$ cat config.mk
export PLATFORM = sky130hd
export DESIGN_NAME = alu_share_arbiter
export DESIGN_NICKNAME = d
export VERILOG_FILES = /design/src/rtl/alu_share_pkg.sv /design/src/rtl/rr_arb2.sv /design/src/rtl/alu_share_arbiter.sv
export SDC_FILE = /design/constraint.sdc
export NUM_CORES = 1
export LEC_CHECK = 0
export ABC_AREA = 1
export CAP_MARGIN = 10
export CORE_ASPECT_RATIO = 1.1
export CORE_MARGIN = 1.5
export CORE_UTILIZATION = 40
export CTS_BUF_LIST = sky130_fd_sc_hd__clkbuf_4 sky130_fd_sc_hd__clkbuf_8 sky130_fd_sc_hd__clkbuf_16
export CTS_CLUSTER_DIAMETER = 120
export DETAILED_ROUTE_END_ITERATION = 8
export DONT_BUFFER_PORTS = 1
export GPL_TIMING_DRIVEN = 0
export SLEW_MARGIN = 20
export SYNTH_ARGS = -nofsm -noshare
export SYNTH_HDL_FRONTEND = slang
export SYNTH_SLANG_ARGS = --single-unit
$ cat constraint.sdc
create_clock -name clk -period 1.8 [get_ports clk]
set_input_delay 0.27 -clock clk [delete_from_list [all_inputs] [get_ports clk]]
set_output_delay 0.27 -clock clk [all_outputs]
set_load 0.03 [all_outputs]
$ cat src/rtl/alu_share_pkg.sv
// Shared types and ALU control encodings for the ALU share arbiter.
// ALU control macros stay guarded so a pre-existing ALU include takes precedence.
`ifndef ALUCTRL_WIRENUM
`define ALUCTRL_WIRENUM 4
`endif
`ifndef OP_NOP
`define OP_NOP 4'd0
`endif
`ifndef OP_ADD
`define OP_ADD 4'd1
`endif
`ifndef OP_SUB
`define OP_SUB 4'd2
`endif
`ifndef OP_AND
`define OP_AND 4'd3
`endif
`ifndef OP_OR
`define OP_OR 4'd4
`endif
`ifndef OP_XOR
`define OP_XOR 4'd5
`endif

package alu_share_pkg;
  localparam int ALU_DATA_W = 32;
  localparam int ALU_CTRL_W = `ALUCTRL_WIRENUM;

  localparam logic [ALU_CTRL_W-1:0] OP_NOP = `OP_NOP;
  localparam logic [ALU_CTRL_W-1:0] OP_ADD = `OP_ADD;
  localparam logic [ALU_CTRL_W-1:0] OP_SUB = `OP_SUB;
  localparam logic [ALU_CTRL_W-1:0] OP_AND = `OP_AND;
  localparam logic [ALU_CTRL_W-1:0] OP_OR  = `OP_OR;
  localparam logic [ALU_CTRL_W-1:0] OP_XOR = `OP_XOR;

  typedef enum logic [1:0] {
    ST_IDLE,
    ST_EXEC,
    ST_RESP
  } alu_share_state_t;

  typedef struct packed {
    logic [ALU_CTRL_W-1:0] ctrl;
    logic [ALU_DATA_W-1:0] a;
    logic [ALU_DATA_W-1:0] b;
    logic                  id;
  } alu_op_t;

  typedef struct packed {
    logic [ALU_DATA_W-1:0] result;
    logic                  overflow;
    logic                  id;
  } alu_rsp_t;
endpackage

$ cat src/rtl/rr_arb2.sv
// Two-way round-robin grant; last_id is the only state.
// On a tie the requester not served last wins.
module rr_arb2 (
  input  logic clk,
  input  logic rst_n,
  input  logic en,
  input  logic valid0,
  input  logic valid1,
  output logic ready0,
  output logic ready1
);
  logic last_id;
  logic grant;

  always_comb begin
    grant = 1'b0;
    unique case (1'b1)
      valid0 & ~valid1: grant = 1'b0;
      valid1 & ~valid0: grant = 1'b1;
      valid0 & valid1:  grant = ~last_id;
      default:          grant = 1'b0;
    endcase
    ready0 = en & ~grant;
    ready1 = en & grant;
  end

  always_ff @(posedge clk or negedge rst_n) begin
    if (!rst_n) begin
      last_id <= 1'b1;
    end else if (valid0 & ready0) begin
      last_id <= 1'b0;
    end else if (valid1 & ready1) begin
      last_id <= 1'b1;
    end
  end
endmodule

$ cat src/rtl/alu_share_arbiter.sv
// Shares one ALU between two requesters: accept, execute for one cycle,
// then hold a tagged response until it is taken.
module alu_share_arbiter
  import alu_share_pkg::*;
#(
  parameter int DATA_W = ALU_DATA_W,
  parameter int CTRL_W = `ALUCTRL_WIRENUM
) (
  input  logic              clk,
  input  logic              rst_n,
  input  logic              flush,
  input  logic              req0_valid,
  output logic              req0_ready,
  input  logic [CTRL_W-1:0] req0_ctrl,
  input  logic [DATA_W-1:0] req0_a,
  input  logic [DATA_W-1:0] req0_b,
  input  logic              req1_valid,
  output logic              req1_ready,
  input  logic [CTRL_W-1:0] req1_ctrl,
  input  logic [DATA_W-1:0] req1_a,
  input  logic [DATA_W-1:0] req1_b,
  output logic [CTRL_W-1:0] alu_ctrl,
  output logic [DATA_W-1:0] alu_a,
  output logic [DATA_W-1:0] alu_b,
  input  logic [DATA_W-1:0] alu_result,
  input  logic              alu_overflow,
  output logic              rsp_valid,
  input  logic              rsp_ready,
  output logic              rsp_id,
  output logic [DATA_W-1:0] rsp_result,
  output logic              rsp_overflow
);
  alu_share_state_t state, state_n;
  alu_op_t  op;
  alu_rsp_t rsp;
  logic     rsp_vld;
  logic     accept_ok;
  logic     acc0, acc1, accept;

  // rst_n in the window keeps both readies low during reset
  assign accept_ok = rst_n & ~flush &
    ((state == ST_IDLE) | ((state == ST_RESP) & rsp_ready));

  rr_arb2 u_arb (
    .clk    (clk),
    .rst_n  (rst_n),
    .en     (accept_ok),
    .valid0 (req0_valid),
    .valid1 (req1_valid),
    .ready0 (req0_ready),
    .ready1 (req1_ready)
  );

  assign acc0   = req0_valid & req0_ready;
  assign acc1   = req1_valid & req1_ready;
  assign accept = acc0 | acc1;

  always_ff @(posedge clk or negedge rst_n) begin
    if (!rst_n) begin
      state <= ST_IDLE;
    end else begin
      state <= state_n;
    end
  end

  always_comb begin
    state_n  = state;
    alu_ctrl = OP_NOP;
    alu_a    = '0;
    alu_b    = '0;
    unique case (state)
      ST_IDLE: if (accept) state_n = ST_EXEC;
      ST_EXEC: begin
        state_n  = ST_RESP;
        alu_ctrl = op.ctrl;
        alu_a    = op.a;
        alu_b    = op.b;
      end
      ST_RESP: if (rsp_ready) state_n = accept ? ST_EXEC : ST_IDLE;
      default: state_n = ST_IDLE;
    endcase
    if (flush) state_n = ST_IDLE;
  end

  always_ff @(posedge clk or negedge rst_n) begin
    if (!rst_n) begin
      op <= '{ctrl: OP_NOP, a: '0, b: '0, id: 1'b0};
    end else if (acc0) begin
      op <= '{req0_ctrl, req0_a, req0_b, 1'b0};
    end else if (acc1) begin
      op <= '{req1_ctrl, req1_a, req1_b, 1'b1};
    end
  end

  always_ff @(posedge clk or negedge rst_n) begin
    if (!rst_n) begin
      rsp     <= '0;
      rsp_vld <= 1'b0;
    end else begin
      rsp_vld <= (state_n == ST_RESP);
      if ((state == ST_EXEC) & ~flush) begin
        rsp <= '{alu_result, alu_overflow, op.id};
      end
    end
  end

  assign rsp_valid    = rsp_vld;
  assign rsp_id       = rsp.id;
  assign rsp_result   = rsp.result;
  assign rsp_overflow = rsp.overflow;
endmodule

==> impl_metrics.tcl, run 1 <==
set metrics [dict create \
    number_of_pins_exceeding_their_max_slew_limit_in_the_final_report 0 \
    floorplan.die_area_mm2 0.01411 \
    first_pass_iters 7 \
    first_global_vias 5144 \
    hold_path.class "in2async" \
    static-leakage-power_nw 3.035 \
    grt_start_max_net_pins 109 \
    timing_hold_violations_final 107 \
    postSynthAreaPerCell_um2 7.639 \
    post_layout_worst_setup_margin_ns -0.05956 \
    route.vias.total 4981 \
    grt_use_met1_pct 27.85 \
    mappedNetlistArea_mm2 0.005363 \
    initialDrtViolationCount 223 \
    rows 44 \
    core_mm2 0.01316 \
    globalRoute.totalOverflow 0 \
    initial_utilization_pct 40.76 \
    finalWirelength_mm 17.10 \
    flip_flop_and_latch_count_after_synthesis 107 \
    cts_buffers 9 \
    synthTopCellsByArea "dfrtp_1 49%, nand3_1 16%, nand2_1 10%" \
    clk-insertion-delay-late_ns 0.34 \
    chipHeight_um 124.4 \
    timing.final.setup_violations 21 \
    required_ns 1.53 \
    p_comb_share_pct 22.8 \
    port-buffer-count 0 \
    internal_power_mw 4.409 \
    rsz0062_at_grt "true" \
    dp.final_hpwl_mm 12.28 \
    max-vdd-ir-drop_mv 0.4527 \
    layout.cells.most_common_list "170 x nand3_1, 144 x nand2_1, 106 x dfrtp_1, 70 x inv_1, 68 x nand4_1" \
    critPathLaunchType "flop" \
    cp.arrival_ns 1.59 \
    place_worst_setup_slack_ns -0.4247 \
    cellPowerDensity_mw_per_mm2 1090 \
    max_freq_ghz 0.5378 \
    globalRouteTotalUtil_pct 24.60 \
    antenna_found_initial 0 \
    synth.distinct_cells 18 \
    violations "hold timing, setup timing" \
    routabilityCongestion 0.8992 \
    layout-area-overhead-vs-synth_pct 22.84 \
    normalized_max_slew_margin_pct 63.44 \
    critical_path.max_fanout 4 \
    cp_slowest_stage_delay_ns 0.55 \
    design.final.nets 899 \
    final_antenna_net_count 0 \
    synth_top_area_share_pct 49.46 \
    grt_first_pass_wirelength_mm 27.10 \
    cts-root-to-sink-buffers 2 \
    clock_power_share_pct 25.9 \
    globalRoute.busiestLayer "met2" \
    clock_pin_slew_on_the_worst_setup_and_hold_paths_ns 0.07 \
    layout_commonest_cell "nand3_1" \
    final.hold.worst_slack_ns -0.3873 \
    share_of_the_clock_period_used_by_the_worst_path_after_layout_pct 103.3 \
    pwr-share-seq_pct 51.3 \
    htree_levels 3 \
    die_x_um 113.4 \
    globalRouteMet3Util_pct 7.105 \
    transition_time_at_the_pin_with_the_least_slew_margin_ns 0.5485 \
    critPathKind "reg2out" \
    synth.yosys.seq_area_share_pct 49.95 \
    r2r.worst_path.cells 7 \
    avgViaCountPerCell 5.597 \
    route.detailed.wl_per_inst_um 19.21 \
    final.setup_skew_ns 0.004641 \
    syn-instance-count 702 \
    crit_slowest_cell "dfstp_2" \
    yosysWarnings 0 \
    tritoncts_sinks 107 \
    met2_usage_pct 43.89 \
    cell_breakdown_of_the_critical_path "nand2_2, nand2_4, inv_8, buf_8, nor3_4" \
    postSynthNetCount 877 \
    setup.worst_path.end_class "output port" \
    reported_net_switching_power_mw 2.770 \
    p_sw_share_pct 38.59 \
    maxCapViolCount 0 \
    stdcell_area_mm2 0.006588 \
    final_layout_size_suffix_gt1_share_pct 19.89 \
    tritoncts "built" \
    clock_root_buffer_master "clkbuf_16" \
    final_period_minus_worst_setup_slack_ns 1.860 \
    design.portCount 280 \
    synth.largest_area_cell "dfrtp_1" \
    status "finished, violations left" \
    dpl-instance-area_mm2 0.005569 \
    num_antenna_cells 0 \
    drcViolationCount 0 \
]
-- state kept, by name, indices dropped and copies added (netlist names) --
register	flops
rsp_result	32
rsp_valid	1
rsp_overflow	1
rsp_id	1
u_arb.last_id	1
state	2
op	69
-- per-stage QoR --
step,power (mW),instances,setup TNS [ns],utilization (%),hold WS [ns]
after floorplan,4.645,702,0,-,-0.02559
after global placement,4.940,863,-15.47,42.33,-0.02345
after detailed placement,4.994,863,-16.09,42.33,-0.02320
after CTS,7.231,889,-1.381,49.79,-0.4022
after global routing,7.620,890,-3.426,50.07,-0.4109
final,7.179,890,-0.5053,50.07,-0.3873
-- synth_stat cells (all sizes together) --
library cell / number
nand3: 170
nand2: 148
dfrtp: 106
inv: 74
nor2: 70
nand4: 68
buf: 37
clkbuf: 23
a21oi: 2
clkinv: 1
dfstp: 1
nor3: 1
o21ai: 1
-- routing by layer --
layer / wire [µm] / vias up
li1: - / 2346
met1: 6424 / 2381
met2: 8788 / 227
met3: 1489 / 27
met4: 398 / 0
met5: 0 / -
-- worst max-delay path: cells and delay by family, from the launching register on --
family / cells / cell delay (ns)
buffers and inverters: 2 / 0.16
AND/OR/NAND/NOR: 3 / 0.53
flip-flops: 1 / 0.55
-- what timing repair did --
item	in CTS	in global routing
hold endpoints to repair	107	107
setup endpoints to repair	70	91
pin swaps	12	6
gates resized for setup	174	12
gates cloned	0	0
buffers inserted	11	1
-- logic make-up after synthesis --
kind of cell / after synthesis / share of synthesized area [%]
AOI/OAI and AO/OA: 3 / 0.4901
and+or+nand+nor: 457 / 39.29
buffers and inverters: 135 / 10.27
DFF: 107 / 49.95
-- final timing paths --
| path | start | to | slack, ns |
|---|---|---|---|
| worst max-delay path | u_arb.last_id$_DFFE_PN1P_ | req0_ready | -0.06 |
| min in group clk | alu_result[4] | rsp_result[4]$_DFFE_PN0P_ | 0.06 |
| worst min register to register | op[68]$_DFFE_PN0P_ | op[68]$_DFFE_PN0P_ | 0.48 |
| max in group asynchronous | rst_n | u_arb.last_id$_DFFE_PN1P_ | 1.96 |
| worst min-delay path | rst_n | rsp_result[14]$_DFFE_PN0P_ | -0.39 |
| worst max register to register | u_arb.last_id$_DFFE_PN1P_ | op[26]$_DFFE_PN0P_ | 0.11 |
-- cell type report --
class	count	area, µm²
clock inverters	6	41.29
well taps	161	201.4
plain buffers	59	390.4
flip-flops and latches	107	2679
fillers	1295	6570
clock buffers	10	232.7
multi-input cells	460	2658
inverters	75	295.3
repair buffers	12	90.09
-- power by group through the flow --
stage               Sequential, mW  Combinational [mW]  Clock [mW]
floorplan                     3.62                1.03           0
global placement              3.70                1.24           0
detailed placement            3.72                1.27           0
CTS                           3.68                1.63        1.92
global route                  3.76                1.83        2.03
finish                        3.68                1.64        1.86
(Power assumes the default switching activity.)
==> run 2: changes to the inputs <==
--- a/config.mk
+++ b/config.mk
@@ -5,7 +5,6 @@
 export SDC_FILE = /design/constraint.sdc
 export NUM_CORES = 1
 export LEC_CHECK = 0
-export ABC_AREA = 1
 export CAP_MARGIN = 10
 export CORE_ASPECT_RATIO = 1.1
 export CORE_MARGIN = 1.5
==> impl_metrics.tcl, run 2 <==
set metrics [dict create \
    setup.worst_path.end_class "output port" \
    die_x_um 110.5 \
    commonest_cells_in_the_synthesized_netlist "106 x dfrtp_1, 69 x and2_1, 68 x a2bb2oi_1, 68 x o32ai_1, 32 x mux2_2" \
    post_layout_worst_setup_margin_ns -0.06165 \
    p_comb_share_pct 21.5 \
    share_of_the_clock_period_used_by_the_worst_path_after_layout_pct 103.4 \
    postSynthAreaPerCell_um2 12.19 \
    synth.distinct_cells 25 \
    max-vdd-ir-drop_mv 0.6232 \
    final.hold.worst_slack_ns -0.3799 \
    violations "hold timing, setup timing" \
    synth.largest_area_cell "dfrtp_1" \
    cts_buffers 9 \
    cellPowerDensity_mw_per_mm2 1269 \
    initial_utilization_pct 40.73 \
    final_layout_size_suffix_gt1_share_pct 37.16 \
    p_sw_share_pct 32.75 \
    grt_start_max_net_pins 112 \
    routabilityCongestion 0.7882 \
    max_freq_ghz 0.5372 \
    synthFlopType "dfrtp_1" \
    grt_first_pass_wirelength_mm 21.51 \
    first_pass_iters 4 \
    synth.yosys.seq_area_share_pct 52.70 \
    mappedNetlistArea_mm2 0.005084 \
    route.vias.total 3680 \
    number_of_buffers_and_inverters_on_the_critical_path 2 \
    flip_flop_and_latch_count_after_synthesis 107 \
    avgViaCountPerCell 6.206 \
    layout-area-overhead-vs-synth_pct 16.34 \
    clk-insertion-delay-late_ns 0.34 \
    timing_hold_violations_final 107 \
    dp.final_hpwl_mm 10.46 \
    critPathLaunchType "flop" \
    critical_path.max_fanout 7 \
    startpoint_of_the_worst_slack_reg_to_reg_timing_path "state[1]$_DFF_PN0_" \
    core_mm2 0.01248 \
    pwr-share-seq_pct 50.3 \
    timing.final.setup_violations 21 \
    layout.cells.most_common_list "106 x dfrtp_1, 68 x a2bb2oi_1, 67 x o32ai_1, 65 x and2_4, 32 x mux2_2" \
    cp_slowest_stage_delay_ns 0.39 \
    clock_power_share_pct 28.2 \
    clock_pin_slew_on_the_worst_setup_and_hold_paths_ns 0.07 \
    route.detailed.wl_per_inst_um 24.40 \
    normalized_max_slew_margin_pct 63.13 \
    syn-instance-count 417 \
    initialDrtViolationCount 202 \
    final.fill_count 1162 \
    critical-path-top-cell-by-count "clkbuf_16" \
    maxCapViolCount 0 \
    transition_time_at_the_pin_with_the_least_slew_margin_ns 0.5530 \
    synth-edff-count 0 \
    antenna_found_initial 0 \
    layout_commonest_cell "dfrtp_1" \
    design.final.nets 607 \
    critical_path.reg2reg.endpoint "rsp_result[8]$_DFFE_PN0P_" \
    synth_top_area_share_pct 52.18 \
    asyncSetResetFlopFracSynth_pct 100.0 \
    cell_breakdown_of_the_critical_path "and2b_4, clkbuf_16, clkbuf_16, and2_4" \
    crit_slowest_cell "dfrtp_1" \
    number_of_pins_exceeding_their_max_slew_limit_in_the_final_report 0 \
    port-buffer-count 0 \
    rows 43 \
    critPathKind "reg2out" \
    floorplan.die_area_mm2 0.01340 \
    cts-root-to-sink-buffers 2 \
    globalRoute.totalOverflow 0 \
    power.total_mw 7.507 \
    yosysWarnings 0 \
    drcViolationCount 0 \
    dpl-instance-area_mm2 0.005280 \
    registers.top_by_ff_count "op" \
    num_antenna_cells 0 \
    design.portCount 280 \
    stdcell_area_mm2 0.005914 \
    static-leakage-power_nw 2.370 \
    internal_power_mw 5.049 \
    postSynthNetCount 592 \
    required_ns 1.53 \
    globalRouteTotalUtil_pct 20.98 \
    final_period_minus_worst_setup_slack_ns 1.862 \
    synthTopCellsByArea "dfrtp_1 52%, a2bb2oi_1 12%, o32ai_1 12%" \
    hold_fix_buffers_cts 1 \
    first_global_vias 3841 \
    cp.arrival_ns 1.59 \
    tritoncts "built" \
    fin_tns_setup_ns -0.6187 \
    tritoncts_sinks 107 \
    final_antenna_net_count 0 \
    r2r.worst_path.cells 5 \
    reported_net_switching_power_mw 2.458 \
    rsz0062_at_grt "true" \
    critical-path-top-delay-family "simple AND/OR/NAND/NOR gates" \
    finalWirelength_mm 14.47 \
    synth.most_common_cell "dfrtp_1" \
    chipHeight_um 121.2 \
    hold_path.class "in2async" \
    htree_levels 3 \
    place_worst_setup_slack_ns -0.5121 \
    final.setup_skew_ns 0.006511 \
    clock_root_buffer_master "clkbuf_16" \
    largest_register_ffs 69 \
    status "finished, violations left" \
    timing.reg2reg.setup_slack_ns 0.06 \
]
-- run 2: changes by cell type after synthesis, moves of 32 or more --
cell	before	now
nand4_1	68	0
a2bb2oi_1	0	68
mux2_2	0	32
nor2_1	68	4
nand2_1	147	0
inv_1	71	2
o32ai_1	0	68
and2_1	0	69
nand3_1	170	1
-- run 2: what timing repair did --
item,in CTS,in global routing
setup endpoints to repair,70,71
pin swaps,2,2
resized for setup,156,6
buffers inserted,1,1
hold endpoints to repair,109,107
cloned,2,0
-- run 2: worst reg2reg max path: cells and delay by family, from the launching register on --
family | cells | cell delay (ns)
AND/OR/NAND/NOR | 1 | 0.41
buffers and inverters | 3 | 0.49
multiplexers | 1 | 0.34
flip-flops | 1 | 0.39
-- run 2: area by class of cell --
cell class / count / area (µm²) / share of cell area [%]
buffer: 48 / 330.3 / 5.585
multi-input combinational: 259 / 2327 / 39.35
clock buffer: 11 / 246.5 / 4.168
timing repair buffer: 5 / 52.55 / 0.8885
inverter: 2 / 7.507 / 0.1269
clock inverter: 4 / 75.07 / 1.269
sequential: 107 / 2679 / 45.29
tap: 157 / 196.4 / 3.321
-- run 2: power by group through the flow --
stage	Combinational (mW)	Clock, mW	Sequential [mW]
global route	1.74	2.27	3.84
finish	1.62	2.11	3.77
global placement	1.45	0	3.78
CTS	1.63	2.18	3.78
detailed placement	1.51	0	3.78
floorplan	1.25	0	3.67
-- run 2: kinds of logic (layout without fill, tap and decap cells) --
family | after synthesis | after routing | synth area share [%]
mux | 34 | 34 | 7.531
compound gates | 142 | 142 | 24.22
simple gates | 83 | 83 | 10.41
flops | 107 | 107 | 52.70
buf+inv | 51 | 70 | 5.144
-- run 2: through the flow --
step	std cells	utilization, %
6_report	593	47.38
5_1_grt	593	47.38
4_1_cts	592	47.18
3_5_place_dp	574	42.30
3_3_place_gp	574	42.30
2_1_floorplan	417	-
-- run 2: worst max path at each step --
stage | from | endpoint | slack (ns) | cells past startpoint
after global placement | state[1]$_DFF_PN0_ | alu_b[24] | -0.50 | 4
after CTS | state[1]$_DFF_PN0_ | alu_b[23] | -0.1 | 4
after global routing | state[1]$_DFF_PN0_ | alu_b[26] | -0.13 | 4
after floorplan | state[1]$_DFF_PN0_ | alu_b[21] | 0.12 | 4
final | state[1]$_DFF_PN0_ | alu_b[21] | -0.06 | 4
after detailed placement | state[1]$_DFF_PN0_ | alu_b[24] | -0.51 | 4
-- run 2: layer usage --
| layer | global-route usage, % | wire length, µm | up-vias |
|---|---|---|---|
| met5 | 0 | 0 | - |
| met4 | 5.849 | 189 | 0 |
| met3 | 6.943 | 1223 | 16 |
| met2 | 36.00 | 7207 | 200 |
| met1 | 25.32 | 5849 | 1833 |
| li1 | - | - | 1631 |
==> run 3: changes to the inputs <==
--- a/config.mk
+++ b/config.mk
@@ -14,6 +14,7 @@
 export DETAILED_ROUTE_END_ITERATION = 8
 export DONT_BUFFER_PORTS = 1
 export GPL_TIMING_DRIVEN = 0
+export SETUP_SLACK_MARGIN = 0.15
 export SLEW_MARGIN = 20
 export SYNTH_ARGS = -nofsm -noshare
 export SYNTH_HDL_FRONTEND = slang
==> impl_metrics.tcl, run 3 (synthesis results as in run 2) <==
set metrics [dict create \
    layout.cells.most_common_list "106 x dfrtp_1, 68 x a2bb2oi_1, 65 x and2_4, 53 x o32ai_1, 32 x mux2_2" \
    finalWirelength_mm 14.70 \
    share_of_the_clock_period_used_by_the_worst_path_after_layout_pct 101.4 \
    place_worst_setup_slack_ns -0.4128 \
    final.hold.worst_slack_ns -0.3806 \
    registers.top_by_ff_count "op" \
    critical_path.reg2reg.endpoint "op[25]$_DFFE_PN0P_" \
    die_x_um 110.5 \
    final.setup_skew_ns 0.01318 \
    stdcell_area_mm2 0.006218 \
    design.portCount 280 \
    clock_root_buffer_master "clkbuf_16" \
    tritoncts_sinks 107 \
    route.detailed.wl_per_inst_um 24.13 \
    port-buffer-count 0 \
    violations "hold timing, setup timing" \
    normalized_max_slew_margin_pct 68.20 \
    first_global_vias 3912 \
    final_period_minus_worst_setup_slack_ns 1.825 \
    cell_breakdown_of_the_critical_path "and2b_4, clkbuf_16, clkbuf_16, and2_4" \
    critical-path-top-cell-by-count "clkbuf_16" \
    p_comb_share_pct 23.2 \
    reported_net_switching_power_mw 2.561 \
    dpl-instance-area_mm2 0.005293 \
    setup.worst_path.end_class "output port" \
    largest_register_ffs 69 \
    dp.final_hpwl_mm 10.42 \
    pwr-share-seq_pct 50.2 \
    initial_utilization_pct 40.73 \
    num_antenna_cells 0 \
    avgViaCountPerCell 6.128 \
    number_of_buffers_and_inverters_on_the_critical_path 2 \
    clock_power_share_pct 26.6 \
    design.final.nets 622 \
    clock_pin_slew_on_the_worst_setup_and_hold_paths_ns 0.07 \
    antenna_found_initial 0 \
    chipHeight_um 121.2 \
    globalRouteTotalUtil_pct 21.31 \
    max_freq_ghz 0.5479 \
    grt_first_pass_wirelength_mm 22.05 \
    clk-insertion-delay-late_ns 0.34 \
    number_of_pins_exceeding_their_max_slew_limit_in_the_final_report 0 \
    globalRoute.totalOverflow 0 \
    final_layout_size_suffix_gt1_share_pct 43.81 \
    floorplan.die_area_mm2 0.01340 \
    critical-path-top-delay-family "simple AND/OR/NAND/NOR gates" \
    status "finished, violations left" \
    required_ns 1.53 \
    tritoncts "built" \
    routabilityCongestion 0.7754 \
    rsz0062_at_grt "true" \
    grt_start_max_net_pins 112 \
    power.total_mw 7.551 \
    r2r.worst_path.cells 6 \
    route.vias.total 3732 \
    cts-root-to-sink-buffers 2 \
    htree_levels 3 \
    timing_hold_violations_final 107 \
    transition_time_at_the_pin_with_the_least_slew_margin_ns 0.4770 \
    critical_path.max_fanout 7 \
    timing.final.setup_violations 25 \
    cts_buffers 9 \
    core_mm2 0.01248 \
    final_antenna_net_count 0 \
    cp_slowest_stage_delay_ns 0.39 \
    internal_power_mw 4.989 \
    post_layout_worst_setup_margin_ns -0.02531 \
    final_cell_count_no_fill 609 \
    timing.reg2reg.setup_slack_ns 0.20 \
    initialDrtViolationCount 142 \
    maxCapViolCount 0 \
    critPathLaunchType "flop" \
    first_pass_iters 4 \
    p_sw_share_pct 33.92 \
    startpoint_of_the_worst_slack_reg_to_reg_timing_path "u_arb.last_id$_DFFE_PN1P_" \
    crit_slowest_cell "dfrtp_1" \
    max-vdd-ir-drop_mv 0.6538 \
    final.fill_count 1119 \
    critPathKind "reg2out" \
    fin_tns_setup_ns -0.3941 \
    placedCellCount 574 \
    cellPowerDensity_mw_per_mm2 1214 \
    hold_fix_buffers_cts 1 \
    rows 43 \
    hold_path.class "in2async" \
    layout_commonest_cell "dfrtp_1" \
    static-leakage-power_nw 2.524 \
    layout-area-overhead-vs-synth_pct 22.32 \
    drcViolationCount 0 \
    cp.arrival_ns 1.56 \
]
run 3: area by class of cell:
type	instances	area, µm²	area share (%)
Tap cell	157	196.4	3.159
Clock buffer	10	232.7	3.742
Buffer	49	412.9	6.640
Inverter	2	7.507	0.1207
Multi-Input combinational cell	259	2444	39.30
Sequential cell	107	2679	43.08
Clock inverter	6	70.07	1.127
Timing Repair Buffer	19	176.4	2.837
run 3: power by group through the flow:
stage | combinational [mW] | sequential, mW | clock (mW)
3_5_place_dp | 1.50 | 3.79 | 0
6_report | 1.75 | 3.79 | 2.01
3_3_place_gp | 1.45 | 3.78 | 0
5_1_grt | 1.88 | 3.86 | 2.16
4_1_cts | 1.72 | 3.79 | 2.06
2_1_floorplan | 1.25 | 3.67 | 0
run 3: metal layers:
metal / vias up / global-route usage [%] / routed length (µm)
li1: 1678 / - / -
met1: 1838 / 26.51 / 5967
met2: 194 / 34.99 / 7213
met3: 22 / 6.643 / 1130
met4: 0 / 7.933 / 387
met5: - / 0 / 0
run 3: worst register-to-register path, cell delays in order (launching register included):
cell	delay, ns
dfstp_2	0.56
nor2b_1	0.05
buf_2	0.16
buf_4	0.19
buf_6	0.17
o32ai_2	0.24
a2bb2oi_1	0.10
run 3: how the worst max path moves through the flow:
stage	start	end	slack, ns	depth (start not counted)
floorplan	u_arb.last_id$_DFFE_PN1P_	req0_ready	0.18	4
global placement	state[1]$_DFF_PN0_	alu_b[21]	-0.36	4
detailed placement	state[1]$_DFF_PN0_	alu_b[21]	-0.41	4
CTS	state[1]$_DFF_PN0_	alu_b[21]	-0.05	4
global route	state[1]$_DFF_PN0_	alu_b[30]	-0.09	4
finish	state[1]$_DFF_PN0_	alu_b[21]	-0.03	4
run 3: what timing repair did:
item	4_1_cts	5_1_grt
hold endpoints to repair	109	107
setup buffers	10	2
gates cloned	6	0
gates resized for setup	172	28
pin swaps	6	3
endpoints found under the setup margin	119	132
run 3: per-stage QoR:
step	util (%)	hold WS [ns]
finish	49.82	-0.3806
global route	49.82	-0.4026
CTS	49.10	-0.3916
detailed placement	42.40	-0.02269
global placement	42.40	-0.02287
floorplan	-	-0.02559
